**config.mk**
```make
export PLATFORM = sky130hd
export DESIGN_NAME = cdb_issue_arbiter
export DESIGN_NICKNAME = d
export VERILOG_FILES = /design/src/rtl/cdb_issue_arbiter.sv
export SDC_FILE = /design/constraint.sdc
export NUM_CORES = 1
export LEC_CHECK = 0
export CORE_UTILIZATION = 41
export DETAILED_ROUTE_END_ITERATION = 6
export PLACE_DENSITY = 0.71
export SYNTH_ARGS = -nofsm -noshare
export SYNTH_HDL_FRONTEND = slang
export SYNTH_SLANG_ARGS = --single-unit
```
**constraint.sdc**
```tcl
create_clock -name clk -period 1.25 [get_ports clk]
set_input_delay 0.25 -clock clk [delete_from_list [all_inputs] [get_ports clk]]
set_output_delay 0.25 -clock clk [all_outputs]
set_load 0.1 [all_outputs]
```
**src/rtl/cdb_issue_arbiter.sv**
```systemverilog
// CDB issue scheduler: reserves future CDB slots per latency class,
// round-robins int/ls and interlocks the non-pipelined divider.
module cdb_issue_arbiter #(
    parameter int MULT_LAT = 4,
    parameter int DIV_LAT  = 7
) (
    input  logic       clk,
    input  logic       rst,
    input  logic       int_ready,
    output logic       int_issue,
    input  logic       ls_ready,
    output logic       ls_issue,
    input  logic       mult_ready,
    output logic       mult_issue,
    input  logic       div_ready,
    output logic       div_issue,
    output logic       div_busy,
    output logic       cdb_sel_valid,
    output logic [1:0] cdb_sel
);

    localparam int CW = (DIV_LAT > 2) ? $clog2(DIV_LAT) : 1;

    localparam logic [1:0] SRC_INT  = 2'd0;
    localparam logic [1:0] SRC_LS   = 2'd1;
    localparam logic [1:0] SRC_MULT = 2'd2;
    localparam logic [1:0] SRC_DIV  = 2'd3;

    logic [DIV_LAT-1:1]      rsv;
    logic [DIV_LAT-1:1]      rsv_nxt;
    logic [DIV_LAT-1:1][1:0] own;
    logic [DIV_LAT-1:1][1:0] own_nxt;
    logic [CW-1:0]           div_cnt;
    logic                    rr;
    logic                    slot1_free;
    logic [1:0]              sel_nxt;

    // rr=0 prefers int, rr=1 prefers ls when both contend for slot 1
    always_comb begin
        slot1_free = !rsv[1];
        div_issue  = !rst && div_ready && (div_cnt == '0);
        mult_issue = !rst && mult_ready && !rsv[MULT_LAT];
        int_issue  = !rst && slot1_free && int_ready
                     && (!ls_ready || !rr);
        ls_issue   = !rst && slot1_free && ls_ready
                     && (!int_ready || rr);
    end

    assign div_busy = (div_cnt != '0);

    always_comb begin
        rsv_nxt = '0;
        own_nxt = '0;
        for (int k = 1; k < DIV_LAT - 1; k++) begin
            rsv_nxt[k] = rsv[k+1];
            own_nxt[k] = own[k+1];
        end
        if (mult_issue) begin
            rsv_nxt[MULT_LAT-1] = 1'b1;
            own_nxt[MULT_LAT-1] = SRC_MULT;
        end
        rsv_nxt[DIV_LAT-1] = div_issue;
        own_nxt[DIV_LAT-1] = div_issue ? SRC_DIV : SRC_INT;
    end

    always_comb begin
        sel_nxt = SRC_INT;
        if (rsv[1]) begin
            sel_nxt = own[1];
        end else if (ls_issue) begin
            sel_nxt = SRC_LS;
        end
    end

    always_ff @(posedge clk) begin
        if (rst) begin
            rsv           <= '0;
            own           <= '0;
            div_cnt       <= '0;
            rr            <= 1'b0;
            cdb_sel_valid <= 1'b0;
            cdb_sel       <= SRC_INT;
        end else begin
            rsv           <= rsv_nxt;
            own           <= own_nxt;
            cdb_sel_valid <= rsv[1] | int_issue | ls_issue;
            cdb_sel       <= sel_nxt;
            if (div_issue) begin
                div_cnt <= CW'(DIV_LAT - 1);
            end else if (div_cnt != '0) begin
                div_cnt <= div_cnt - 1'b1;
            end
            if (int_issue) begin
                rr <= 1'b1;
            end else if (ls_issue) begin
                rr <= 1'b0;
            end
        end
    end

endmodule

```
Word-level counts from Yosys, hierarchy flattened
Index checks and enable logic that the tools add are counted.
{ "word_totals": {"ff_bits": 25, "mem_bits_rw": 0, "out_inout_bits": 8, "n_memories": 0, "mem_bits_ro": 0, "latch_bits": 0} }
{ "op_classes": {"add_sub_neg": 1, "n_eq_ne": 0, "bitwise_logic": 2, "shifts": 0, "div_mod_pow": 0, "order_cmp": 0, "reduce_logical": 23, "n_mux": 9, "mul": 0} }
{ "ops": {"columns": ["cell", "count"], "rows": [
  ["$logic_and A1 B1 Y1", 9],
  ["$logic_not A1 Y1", 6],
  ["$mux W2", 3],
  ["$mux W3", 2],
  ["$mux W1", 4],
  ["$reduce_bool A2 Y1", 2],
  ["$reduce_or A2 Y1", 2],
  ["$logic_not A3 Y1", 1],
  ["$reduce_bool A3 Y1", 1],
  ["$sub A3 B1 Y3 const B", 1],
  ["$logic_or A1 B1 Y1", 2],
  ["$or A1 B1 Y1", 2]
]} }

Depth between registers and ports, before layout
{ "depth": {"depth_word": 6, "mapped_depth": 6, "depth_no_buf": 5} }

Least setup slack after synthesis
Ideal clock, no wire load.
{ "synth_timing": {"path_type": "register to output", "from": "register div_cnt[0]", "to": "output port div_issue", "path_stages_with_launch": 6, "path_slack_ps": -2081, "arrival_ps": 3081, "path_cell_list": "dfxtp_1 inv_1 ha_1 nand2b_4 buf_6 nor3b_1"} }
{ "synth_between": {"elab_chain_len": 2} }
{ "synth_rtl": {"columns": ["element", "line", "source"], "rows": [
  ["start: declaration", "33", "logic [CW-1:0] div_cnt;"],
  ["start signal: assignment", "89", "div_cnt <= CW'(DIV_LAT - 1);"],
  ["start signal: assignment", "91", "div_cnt <= div_cnt - 1'b1;"],
  ["$logic_not A3 Y1", "41", "div_issue = !rst && div_ready && (div_cnt == '0);"],
  ["$logic_and A1 B1 Y1", "41", null],
  ["end: declaration", "16", "output logic div_issue,"]
]} }
No other way between the ends.

Worst setup path after layout
Ends and elaborated chain as after synthesis.

==> flow_summary.json <==
{
  "status": "complete, but fails checks",
  "violations": "setup timing",
  "place_inst": 92,
  "synth.distinct_cells": 21,
  "setup_slack_ps": -327,
  "grt_use_total_pct": 19.8,
  "finalClockSkew_ps": 5.56,
  "clock_latency_ps": 290,
  "combPwrFrac_pct": 58.0,
  "ir_drop_v": 0.00271,
  "syn-num-nets": 64,
  "fin_area_sq_um": 1060,
  "antenna_found_initial": 0,
  "power.share.clock_pct": 14.8,
  "reg2reg_depth": 7,
  "cts_num_sinks": 16,
  "h-tree-depth": 1,
  "hold_violations": 0,
  "switching_share_pct": 38.6,
  "rows": 13,
  "powerDensity_nw_per_um2": 2220,
  "grt_pass1_vias": 466,
  "rsz0062_at_grt": "yes",
  "nets": 98,
  "max_clock_freq_mhz": 634,
  "grt.overflow.total": 0,
  "internal_power_mw": 1.44,
  "dpl_cell_area_sq_um": 927,
  "fin_util_pct": 81.3,
  "min_path_cells": 3,
  "routedWlPerCell_um": 13.7,
  "seq_power_share_pct": 27.2,
  "report.final.slew_viol_count": 0,
  "antenna_cells": 0,
  "worstPathMaxFanout": 3,
  "cts-buffers-inserted": 3,
  "finalPower_mw": 2.35,
  "required_ps": 1000,
  "drc_errors": 0,
  "cap_violations": 0,
  "r2r_slack_ps": -210,
  "drt.antenna.violating_nets": 0,
  "yosysSeqAreaShare_pct": 55.3,
  "holdPathEnd": "rsv[3]",
  "yosys_warnings": 0,
  "vias": 517,
  "wl_um": 1430,
  "synthCells": 56,
  "die-height_um": 39.6,
  "clk_pin_slew_worst_paths_ps": 100,
  "r2r_end": "div_cnt[2]",
  "grt_max_degree": 10,
  "drt_iter0_drc": 6,
  "syn2layout_area_growth_pct": 82.7,
  "die-area_sq_um": 1570,
  "ios": 14,
  "p_sw_mw": 0.906,
  "clock_path_buffers": 2,
  "layout-drive-gt1-share_pct": 56.2,
  "timing.hold.ws_ps": 333,
  "finalCritPeriodShare_pct": 126,
  "start_util_pct": 44.5,
  "syn_area_per_cell_sq_um": 10.3,
  "routed_via_density": 4.97,
  "start_kind": "register",
  "drtPass1Iterations": 3,
  "die_x_um": 39.6,
  "root_buffer": "clkbuf_4",
  "cts_hold_buf": 0,
  "grt_pass1_wl_um": 1960,
  "hold_class": "in -> reg",
  "min_period_ps": 1580,
  "routabilityCongestion": 0.736,
  "tightest_slew_ps": 254,
  "port-buffer-count": 13,
  "coreArea_sq_um": 1300,
  "synth-seq-cells": 16,
  "endpoint_kind": "output port",
  "tritoncts": "yes",
  "critPathKind": "reg -> out",
  "hp-start": "mult_ready",
  "reg2reg_from": "div_cnt[0]",
  "hpwlAfterDp_um": 748,
  "syn_area_sq_um": 579,
  "setup_violations": 7,
  "leakage_nw": 0.457,
  "fin_cells": 104,
  "worstPathArrival_ps": 1330,
  "maxSlewHeadroom_pct": 82.9
}
==> cell usage after synthesis <==
cell type,instances,area share [%]
a21oi_1,2,1.7
ha_1,2,4.3
a311oi_1,1,1.5
or3_1,1,1.1
and2b_2,1,1.5
inv_1,3,1.9
buf_2,1,0.86
nand2b_4,1,2.4
nand2b_1,1,1.1
nor3b_1,3,3.9
a21o_1,1,1.3
clkbuf_2,1,0.86
a211oi_1,3,3.9
nor2_1,5,3.2
nor2b_1,7,7.6
buf_6,1,1.9
and3_1,1,1.1
nor3_1,2,1.7
nand2_1,2,1.3
dfxtp_1,16,55
a21oi_2,1,1.5
==> per-layer routing <==
layer / GRT usage, % / share of wire (%)
met1: 20.2 / 39
met2: 34.8 / 56
met3: 7.39 / 3.6
met4: 9.48 / 1.2
met5: 0 / 0
==> cells by family (layout without fill, tap and decap cells) <==
kind of cell,Yosys count,after routing,share of synthesized area (%)
adders and majority gates,2,2,4.32
buffers and inverters,6,39,5.61
DFF,16,16,55.3
and+or+nand+nor,24,24,24.8
AOI/OAI and AO/OA,8,8,9.94
==> layout by cell type, fill, tap and decap left out, types with 2 or more instances in the layout <==
cell,n
buf_12,8
clkbuf_4,3
nor3b_4,2
buf_6,4
a211oi_1,2
dlygate4sd2_1,3
inv_2,2
nor2b_1,7
nor2_1,4
buf_4,15
dfxtp_1,12
dfxtp_2,4
==> flip-flops by register name (all words and copies together) (netlist names) <==
register / count
cdb_sel_valid: 1
rr: 1
cdb_sel: 2
div_cnt: 3
own: 5
rsv: 4
==> worst max path at each step <==
stage / cells past startpoint / from / end / slack, ps
final: 5 / div_cnt[0] / div_issue / -330
after global routing: 5 / div_cnt[0] / div_issue / -380
after CTS: 5 / div_cnt[1] / div_issue / -320
after detailed placement: 5 / rst / ls_issue / -300
after global placement: 5 / rst / ls_issue / -290
after floorplan: 5 / div_cnt[1] / div_issue / -580
==> worst max-delay path, cell delays in order, from the launching register on <==
cell and delay (ps):
dfxtp_2 330, inv_2 70, ha_4 150, nand2b_4 70
nor3b_4 210, buf_12 200
==> metrics by stage <==
stage,TNS [ps],setup slack [ps]
floorplan,-998,-577
global placement,-1300,-291
detailed placement,-1360,-298
CTS,-891,-315
global route,-1580,-383
finish,-1170,-327
==> area by class of cell <==
class                   count  area [sq um]
inverters                   3          11.3
well taps                  15          18.8
flip-flops and latches     16           325
clock buffers               4          36.3
multi-input cells          34           303
repair buffers             32           364
fillers                    77           243
==> power by group through the flow <==
| stage | Clock, mW | Combinational (mW) | Sequential, mW |
|---|---|---|---|
| 3_5_place_dp | 0 | 1.04 | 0.637 |
| 5_1_grt | 0.370 | 1.43 | 0.652 |
| 6_report | 0.347 | 1.36 | 0.639 |
| 4_1_cts | 0.340 | 1.22 | 0.627 |
| 2_1_floorplan | 0 | 0.753 | 0.662 |
| 3_3_place_gp | 0 | 1.02 | 0.634 |
==> what timing repair did <==
action	in CTS	in global routing
resized for setup	11	7
pin swaps	5	4
gates cloned	0	0
buffers inserted	7	2
endpoints found under the setup margin	5	8
Power figures use the tool's default switching activity.
